File: src/rtl/yd_pkg.sv
// Shared YD data-bus types and width defaults.
package yd_pkg;

    localparam int unsigned YD_AW = 16;
    localparam int unsigned YD_DW = 16;

    // Type of the access granted on the RAM port in a given cycle.
    typedef enum logic [2:0] {
        GntNone,
        GntCoreRd,
        GntCoreWr,
        GntAuxRd,
        GntAuxWr
    } last_grant_e;

endpackage

File: src/rtl/yd_starve_cnt.sv
// Saturating count of consecutive cycles the aux requester was left waiting.
// Raises force_grant once the aux port has waited MAX_WAIT cycles.
module yd_starve_cnt #(
    parameter int unsigned MAX_WAIT = 8
) (
    input  logic clk,
    input  logic rst,
    input  logic a_valid,
    input  logic a_ready,
    output logic force_grant
);

    localparam logic [7:0] MaxCnt = 8'(MAX_WAIT);

    logic [7:0] cnt_q;
    logic [7:0] cnt_d;

    // Next count: clear on grant or idle, otherwise count up and saturate.
    always_comb begin
        cnt_d = cnt_q;
        if (!a_valid || a_ready) begin
            cnt_d = '0;
        end else if (cnt_q != MaxCnt) begin
            cnt_d = cnt_q + 8'd1;
        end
    end

    // Counter register.
    always_ff @(posedge clk) begin
        if (rst) begin
            cnt_q <= '0;
        end else begin
            cnt_q <= cnt_d;
        end
    end

    // Force decision is registered-count based, so it never loops through a_ready.
    always_comb begin
        force_grant = a_valid && (cnt_q == MaxCnt);
    end

endmodule

File: src/rtl/yd_dbus_arbiter.sv
// Core/aux arbiter for the single-port YD data RAM. The core has priority.
// Optional starvation guard enabled by defining YD_DBUS_STARVE_EN.
module yd_dbus_arbiter
    import yd_pkg::*;
#(
    parameter int unsigned AW       = YD_AW,
    parameter int unsigned DW       = YD_DW,
    parameter int unsigned MAX_WAIT = 8
) (
    input  logic          clk,
    input  logic          rst,
    input  logic          c_req,
    input  logic [AW-1:0] c_addr,
    input  logic [DW-1:0] c_din,
    input  logic          c_we,
    output logic [DW-1:0] c_dout,
    output logic          c_stall,
    input  logic          a_valid,
    output logic          a_ready,
    input  logic [AW-1:0] a_addr,
    input  logic [DW-1:0] a_din,
    input  logic          a_we,
    output logic          a_rvalid,
    output logic [DW-1:0] a_rdata,
    output logic [AW-1:0] m_addr,
    output logic [DW-1:0] m_din,
    output logic          m_we,
    input  logic [DW-1:0] m_dout
);

    logic          force_grant;
    logic          core_gnt;
    logic          aux_gnt;
    last_grant_e   grant_d;
    last_grant_e   last_grant_q;
    logic [DW-1:0] c_dout_q;

`ifdef YD_DBUS_STARVE_EN
    logic force_raw;

    yd_starve_cnt #(
        .MAX_WAIT(MAX_WAIT)
    ) u_starve_cnt (
        .clk        (clk),
        .rst        (rst),
        .a_valid    (a_valid),
        .a_ready    (a_ready),
        .force_grant(force_raw)
    );

    assign force_grant = force_raw && !rst;
`else
    localparam int unsigned UnusedMaxWait = MAX_WAIT;
    assign force_grant = 1'b0;
`endif

    // Grant decision and RAM port mux; reset suppresses every grant.
    always_comb begin
        core_gnt = 1'b0;
        aux_gnt  = 1'b0;
        m_addr   = '0;
        m_din    = '0;
        m_we     = 1'b0;
        grant_d  = GntNone;
        if (rst) begin
            grant_d = GntNone;
        end else if (force_grant) begin
            aux_gnt = 1'b1;
        end else if (c_req) begin
            core_gnt = 1'b1;
        end else if (a_valid) begin
            aux_gnt = 1'b1;
        end
        if (core_gnt) begin
            m_addr  = c_addr;
            m_din   = c_din;
            m_we    = c_we;
            grant_d = c_we ? GntCoreWr : GntCoreRd;
        end else if (aux_gnt) begin
            m_addr  = a_addr;
            m_din   = a_din;
            m_we    = a_we;
            grant_d = a_we ? GntAuxWr : GntAuxRd;
        end
        a_ready = aux_gnt;
        c_stall = force_grant;
    end

    // Grant history and held core read data.
    always_ff @(posedge clk) begin
        if (rst) begin
            last_grant_q <= GntNone;
            c_dout_q     <= '0;
        end else begin
            last_grant_q <= grant_d;
            if (last_grant_q == GntCoreRd) begin
                c_dout_q <= m_dout;
            end
        end
    end

    // Route returning RAM data; a read in flight at reset is dropped.
    always_comb begin
        c_dout   = (last_grant_q == GntCoreRd && !rst) ? m_dout : c_dout_q;
        a_rvalid = (last_grant_q == GntAuxRd) && !rst;
        a_rdata  = m_dout;
    end

endmodule

File: config.mk
export PLATFORM = sky130hd
export DESIGN_NAME = yd_dbus_arbiter
export DESIGN_NICKNAME = d
export VERILOG_FILES = /design/src/rtl/yd_pkg.sv /design/src/rtl/yd_starve_cnt.sv /design/src/rtl/yd_dbus_arbiter.sv
export SDC_FILE = /design/constraint.sdc
export NUM_CORES = 1
export LEC_CHECK = 0
export ABC_AREA = 1
export ABC_CLOCK_PERIOD_IN_PS = 1020
export BUFFER_PORTS_ARGS = -buffer_cell sky130_fd_sc_hd__buf_2
export CORE_UTILIZATION = 33
export CTS_CLUSTER_SIZE = 28
export DETAILED_ROUTE_END_ITERATION = 12
export PLACE_DENSITY_LB_ADDON = 0.15
export SLEW_MARGIN = 20
export SYNTH_ARGS = -nofsm -noshare
export SYNTH_HDL_FRONTEND = slang
export SYNTH_SLANG_ARGS = --single-unit
File: constraint.sdc
create_clock -name clk -period 1.02 [get_ports clk]
set_input_delay 0.102 -clock clk [delete_from_list [all_inputs] [get_ports clk]]
set_output_delay 0.102 -clock clk [all_outputs]
set_load 0.02 [all_outputs]
# Word-level counts from Yosys, hierarchy flattened
# Index checks and enable logic that the tools add are counted.
# Widths: inputs -> output; s select.
dict set report totals {
  reg_bits 19
  inputBits 86
}
dict set report op_classes {
  n_eq_ne 2
  muxes 16
  reduce_logical 3
}
# cell n
set ops {}
lappend ops {{$mux 16} 5}
lappend ops {{$mux 3} 3}
lappend ops {{$mux 1} 7}
lappend ops {{$eq 3x1->1 const B} 1}
lappend ops {{$eq 3x2->1 const B} 1}
lappend ops {{$logic_and 1x1->1} 2}
lappend ops {{$mux 2} 1}
lappend ops {{$logic_not 1->1} 1}

# Depth between registers and ports, before layout
# Gate-level depths: netlist of the first run.
dict set report logic_depth {
  ltp_word 5
  ltp_mapped 7
}

# Worst setup path after synthesis of the first run
# OpenSTA, ideal clock, no wires.
dict set report synth_path {
  kind {reg-to-output}
  startpoint {reg last_grant_q[0]}
  endpoint {out a_rvalid}
  t_arrival_ps 1031
  setup_slack_ps -113
  path_stages_with_launch 6
  n_path_buf 1
  path_cell_list {dfxtp_1 -> inv_1 -> nor2_8 -> buf_4 -> nand2_1 -> nor2_1}
}
dict set report synth_between {
  elab_chain_len 2
}
# item line
set synth_rtl {}
lappend synth_rtl {{from (decl)} yd_dbus_arbiter.sv:35} ;# last_grant_e last_grant_q;
lappend synth_rtl {{from (signal assigned)} yd_dbus_arbiter.sv:92} ;# last_grant_q <= GntNone;
lappend synth_rtl {{from (signal assigned)} yd_dbus_arbiter.sv:95} ;# last_grant_q <= grant_d;
lappend synth_rtl {{$eq 3x2->1} yd_dbus_arbiter.sv:105} ;# a_rvalid = (last_grant_q == GntAuxRd) && !rst;
lappend synth_rtl {{$logic_and 1x1->1} yd_dbus_arbiter.sv:105}
lappend synth_rtl {{to (decl)} yd_dbus_arbiter.sv:23} ;# output logic a_rvalid,
# Every way passes these cells.

# Worst setup path in the final report of the first run
dict set report layout_path {
  startpoint {reg last_grant_q[0]}
  endpoint {out c_dout[8]}
}
dict set report layout_between {
  elab_chain_len 3
}
# item line
set layout_rtl {}
lappend layout_rtl {{$eq 3x1->1} yd_dbus_arbiter.sv:104} ;# c_dout = (last_grant_q == GntCoreRd && !rst) ? m_dout : c_dout_q;
lappend layout_rtl {{$logic_and 1x1->1} yd_dbus_arbiter.sv:104}
lappend layout_rtl {{$mux 16} yd_dbus_arbiter.sv:104}
lappend layout_rtl {{to (decl)} yd_dbus_arbiter.sv:16} ;# output logic [DW-1:0] c_dout,
# Every way passes these cells.

==> run summary, run 1 <==
FF-to-FF End: c_dout_q[10]$_SDFFE_PP0N_
worst-path maximum fanout: 8
crit share post-route: 1.37
clock power share: 0.218
vias: 2,171
Buf/Inv on CP: 3
Bufs on Longest Clock Path: 2
WP data arrival: 1.29 ns
Synth area leader: nand2_1
wire length on met2: 2670 um
CP Launch Point: last_grant_q[0]$_SDFF_PP0_
clk slew on worst S/H paths: 0.07 ns
crit-path cells: inv_2, nor2_8, buf_6, nand3_4, nand2_2, nand2_2, buf_6
Ports: 154
Crit-path slowest cell: dfxtp_2
total grt overflow: 0
max-cap violations: 0
Pint: 1530 uW
Sw Pwr: 819 uW
placed inst area: 2420 sq um
maximum vdd drop: 0.406 mV
worst hold path type: in2reg
root buf cell: clkbuf_8
Sequential cell area: 383 sq um
CTS Sinks: 19
CTS tree: done
Final Max Slew Viols: 0
worst r2r src: last_grant_q[0]$_SDFF_PP0_
CTS H-tree lvls: 1
drt pass-1 iters: 4
maximum clock frequency: 716 MHz
Buffers on Ports: 152
post-synthesis cell count: 249
wire length on met3: 297 um
crit path capture: c_dout[8]
largest net degree at the start of global routing: 34
Fin. Hold Viols: 0
post-route ant nets: 0
crit path time final: 1.40 ns
Setup violations, final: 33
Die X: 70.3 um
core box area: 4410 sq um
Via density: 4.69
area share of the largest cell type after synthesis: 0.278
row count: 24
syn nets: 335
run status: finished, violations left
EDFF count, synth: 0
slowest stage delay, CP: 0.32 ns
CP Data Required Time: 0.92 ns
DR top layer: met4
depth of the worst register-to-register path: 9
PnR worst setup slack: -0.376 ns
fin util: 0.629
stages on the worst setup path: 7
first-pass GRT wire length: 8000 um
DR iter-0 viols: 63
RePlAce Congestion: 0.750
final wirelength: 5040 um
Syn. warnings: 0
library cells used by synthesis: 18
metal1 wirelength: 2020 um
final instance area: 2780 sq um
Post-CTS Hold Fix Bufs: 0
Synth area leaders: nand2_1 28%, dfxtp_1 25%, nand3_1 16%
Skew-Pair Late Insertion Delay: 0.25 ns
WHS: 0.0683 ns
top post-synthesis cells by count: 114 x nand2_1, 48 x nand3_1, 21 x buf_4
area grow syn2layout: 80.6%
routed len/inst: 10.9 um
ANT cells: 0
CP startpoint kind: flop
fill count: 419
Final Instance Count excl. Fillers: 463
synthesized area: 1540 sq um
multi-input logic area: 965 sq um
initial antenna violation count: 0
Clock Skew: 0.000827 ns
Logic pwr share: 0.443
share of cells above drive strength 1: 0.557
Lkg Pwr: 0.00166 uW
count leader, synth: nand2_1
failing checks: negative setup slack
#FFs+latches synth: 19
Switching Fraction: 0.348
delay-heaviest family, CP: simple AND/OR/NAND/NOR gates
die area: 4940 sq um
aggregate global-route resource usage: 0.197
Starting Density: 0.348
total CTS buffers: 3
post-DP HPWL: 3700 um
# placed instances: 446
vias in the first global route: 1,889
syn avg cell area: 6.18 sq um
CP endpoint kind: output pin
Chip Height: 70.3 um
Flop pwr share: 0.339
PwrDens: 847 nW/um^2
fin nets: 498
RSZ-0062 raised after global routing: yes
r2r setup slk: -0.27 ns
Seq/Total Area, Yosys: 0.247
ys async rst share: 0
# DRC: 0
WS Path Type: reg2out
Synth Flop Type: dfxtp_1
## metrics by stage
| stage | setup WS (ns) | total power [uW] | setup TNS, ns |
|---|---|---|---|
| 2_1_floorplan | -0.0286 | 1360 | -0.289 |
| 3_3_place_gp | -0.133 | 1720 | -3.51 |
| 3_5_place_dp | -0.174 | 1730 | -5.13 |
| 4_1_cts | -0.386 | 2350 | -7.52 |
| 5_1_grt | -0.493 | 2510 | -10.67 |
| 6_report | -0.376 | 2350 | -7.64 |
## layout by cell type, fill, tap and decap left out, types with 3 or more instances in the layout
cell,Yosys,final
buf_12,0,7
buf_2,6,134
buf_4,21,33
buf_6,6,16
clkbuf_8,0,3
dfxtp_1,19,17
nand2_1,114,96
nand2_2,0,18
nand3_1,48,46
nand4_1,16,16
## power by group through the flow
| stage | clock [uW] | sequential (uW) | combinational (uW) |
|---|---|---|---|
| after floorplan | 0 | 807 | 549 |
| after global placement | 0 | 810 | 911 |
| after detailed placement | 0 | 811 | 919 |
| after CTS | 544 | 795 | 1010 |
| after global routing | 587 | 801 | 1130 |
| final | 513 | 797 | 1040 |
## worst min-delay path by stage
| stage | from | endpoint | slack (ns) | cells past startpoint |
|---|---|---|---|---|
| after detailed placement | a_we | last_grant_q[1]$_SDFF_PP0_ | 0.33 | 2 |
| final | a_we | last_grant_q[1]$_SDFF_PP0_ | 0.07 | 2 |
| after floorplan | a_we | last_grant_q[0]$_SDFF_PP0_ | 0.21 | 1 |
| after CTS | a_we | last_grant_q[1]$_SDFF_PP0_ | 0.06 | 2 |
| after global placement | a_we | last_grant_q[1]$_SDFF_PP0_ | 0.34 | 2 |
| after global routing | a_we | last_grant_q[1]$_SDFF_PP0_ | 0.05 | 2 |
## cell type report
type,count,area share
Sequential cell,19,0.138
Inverter,6,0.0135
Tap cell,52,0.0234
Clock buffer,4,0.0162
Multi-Input combinational cell,190,0.347
Timing Repair Buffer,192,0.461
## metal layers
layer / vias to the layer above / GRT usage
li1: 1124 / -
met1: 956 / 0.213
met2: 87 / 0.375
met3: 4 / 0.0375
met4: 0 / 0.0689
met5: - / 0
## logic make-up after synthesis
family	Yosys count	share of synthesized area
AOI/OAI and AO/OA	3	0.0122
buffers and inverters	41	0.187
other	1	0.00244
and+or+nand+nor	185	0.551
DFF	19	0.247
## repair_timing
action	in CTS	in global routing
gates cloned	2	0
resized for setup	39	20
pin swaps	11	6
endpoints found under the setup margin	65	64
setup buffers	10	3
## sequential cells by signal, indices dropped and copies added (netlist names)
signal / count
c_dout_q: 16
last_grant_q: 3
Note: power is estimated with default switching activity, not from simulation.
==> run 2: changes to the inputs <==
--- a/config.mk
+++ b/config.mk
@@ -12,6 +12,7 @@
 export CTS_CLUSTER_SIZE = 28
 export DETAILED_ROUTE_END_ITERATION = 12
 export PLACE_DENSITY_LB_ADDON = 0.15
+export SETUP_SLACK_MARGIN = 0.5
 export SLEW_MARGIN = 20
 export SYNTH_ARGS = -nofsm -noshare
 export SYNTH_HDL_FRONTEND = slang
==> run summary, run 2 (synthesis results as in run 1) <==
area grow syn2layout: 147% (was 80.6%)
post-DP HPWL: 4270 um (was 3700 um)
vias in the first global route: 2,423 (was 1,889)
hold endpoint: last_grant_q[0]$_SDFF_PP0_ (was last_grant_q[1]$_SDFF_PP0_)
Fin. Hold Viols: 0 (unchanged)
RePlAce Congestion: 0.711 (was 0.750)
Skew-Pair Late Insertion Delay: 0.26 ns (was 0.25 ns)
Clock Skew: 0.00546 ns (was 0.000827 ns)
maximum vdd drop: 0.495 mV (was 0.406 mV)
CP Data Required Time: 0.92 ns (about the same)
WS Path Type: reg2out (unchanged)
ANT cells: 0 (unchanged)
final wirelength: 7270 um (was 5040 um)
largest net degree at the start of global routing: 24 (was 34)
biggest regs: c_dout_q x16, last_grant_q x3 (unchanged)
Final Max Slew Viols: 0 (unchanged)
Starting Density: 0.348 (unchanged)
routed len/inst: 15.2 um (was 10.9 um)
number of flip-flops under the largest register name: 16 (unchanged)
Lkg Pwr: 0.00209 uW (was 0.00166 uW)
initial antenna violation count: 0 (unchanged)
aggregate global-route resource usage: 0.267 (was 0.197)
first-pass GRT wire length: 10,600 um (was 8000 um)
total CTS buffers: 3 (unchanged)
max-cap violations: 0 (unchanged)
PwrDens: 736 nW/um^2 (was 847 nW/um^2)
r2r setup slk: -0.38 ns (was -0.27 ns)
CTS H-tree lvls: 1 (unchanged)
vias: 2,439 (was 2,171)
hold path depth: 2 (unchanged)
row count: 24 (unchanged)
Setup violations, final: 48 (was 33)
drt pass-1 iters: 4 (unchanged)
Chip Height: 70.3 um (unchanged)
Die X: 70.3 um (unchanged)
depth of the worst register-to-register path: 8 (was 9)
Final Instance Count excl. Fillers: 480 (was 463)
crit path time final: 1.51 ns (was 1.40 ns)
CTS Sinks: 19 (unchanged)
Hold Crit Start: c_we (was a_we)
failing checks: negative setup slack (unchanged)
run status: finished, violations left (unchanged)
FF-to-FF End: c_dout_q[4]$_SDFFE_PP0N_ (was c_dout_q[10]$_SDFFE_PP0N_)
share of cells above drive strength 1: 0.778 (was 0.557)
commonest non-fill, non-tap cell in the layout: buf_2 (unchanged)
# DRC: 0 (unchanged)
Via density: 5.08 (was 4.69)
fin nets: 515 (was 498)
worst r2r src: last_grant_q[2]$_SDFF_PP0_ (was last_grant_q[0]$_SDFF_PP0_)
CTS tree: done (unchanged)
Biggest register: c_dout_q (unchanged)
clk slew on worst S/H paths: 0.07 ns (about the same)
Post-CTS Hold Fix Bufs: 0 (unchanged)
DR iter-0 viols: 129 (was 63)
Ports: 154 (unchanged)
RSZ-0062 raised after global routing: yes (unchanged)
worst-path maximum fanout: 8 (unchanged)
total grt overflow: 0 (unchanged)
most frequent cells in the layout: 103 x buf_2, 67 x nand2_4, 48 x buf_6, 40 x buf_4, 37 x nand3_1 (was 134 x buf_2, 96 x nand2_1, 46 x nand3_1, 33 x buf_4, 18 x nand2_2)
die area: 4940 sq um (unchanged)
post-route ant nets: 0 (unchanged)
# placed instances: 453 (was 446)
maximum clock frequency: 663 MHz (was 716 MHz)
CP endpoint kind: output pin (unchanged)
WHS: 0.0524 ns (was 0.0683 ns)
Buffers on Ports: 152 (unchanged)
PnR worst setup slack: -0.489 ns (was -0.376 ns)
root buf cell: clkbuf_8 (unchanged)
WP data arrival: 1.41 ns (was 1.29 ns)
core box area: 4410 sq um (unchanged)
worst hold path type: in2reg (unchanged)
CP startpoint kind: flop (unchanged)
Bufs on Longest Clock Path: 2 (unchanged)
crit share post-route: 1.48 (was 1.37)
-- run 2: cell count changes in the layout (fill, tap and decap cells not counted), sizes merged --
cell	before	now
clkinv	1	0
inv	5	6
buf	192	209
-- run 2: per-stage QoR --
step / setup TNS (ns) / util / total power (uW) / worst slack [ns] / cell area (sq um)
global route: -14.33 / 0.859 / 2910 / -0.540 / 3790
CTS: -10.07 / 0.818 / 2670 / -0.423 / 3610
finish: -11.60 / 0.859 / 2790 / -0.489 / 3790
global placement: -4.04 / 0.698 / 1930 / -0.135 / 3080
detailed placement: -4.28 / 0.698 / 1940 / -0.150 / 3080
floorplan: -0.247 / - / 1530 / -0.0273 / 2190
-- run 2: what timing repair did --
item,in CTS,in global routing
buffers inserted,13,7
setup endpoints to repair,69,70
hold endpoints to repair,0,0
cloned,3,0
pin swaps,5,68
resized for setup,93,37
-- run 2: cell type report --
cell class                 count  area, sq um
clock buffer                   4         45.0
fill                         234          622
inverter                       6         37.5
multi-input combinational    190         1560
sequential                    19          383
tap                           52         65.1
timing repair buffer         209         1710
-- run 2: critical path: stages, from the launching register on --
cell and delay, ns:
dfxtp_2 0.34, nor2_8 0.16, buf_12 0.12, nand3_4 0.16, nand2_2 0.14, nand2_2 0.07
buf_6 0.14
-- run 2: metal layers --
metal,up-vias,wire length [um],share of wire,track usage
li1,1164,-,-,-
met1,1118,2570,0.35,0.279
met2,130,3960,0.54,0.497
met3,27,484,0.067,0.0563
met4,0,261,0.036,0.129
met5,-,0,0,0
-- run 2: power breakdown --
group / switching [uW] / leakage, uW / internal, uW
Combinational: 758 / 0.00191 / 697
Sequential: 28.8 / 0.000156 / 777
Clock: 252 / 0.0000228 / 278
Total: 1040 / 0.00209 / 1750
-- run 2: how the worst max path moves through the flow --
stage	from	endpoint	slack, ns	cells after the start
3_3_place_gp	last_grant_q[0]$_SDFF_PP0_	c_dout[14]	-0.13	6
2_1_floorplan	last_grant_q[0]$_SDFF_PP0_	c_dout[10]	-0.03	6
4_1_cts	last_grant_q[2]$_SDFF_PP0_	c_dout[3]	-0.42	6
6_report	last_grant_q[2]$_SDFF_PP0_	c_dout[10]	-0.49	6
5_1_grt	last_grant_q[0]$_SDFF_PP0_	c_dout[15]	-0.54	7
3_5_place_dp	last_grant_q[0]$_SDFF_PP0_	c_dout[10]	-0.15	6
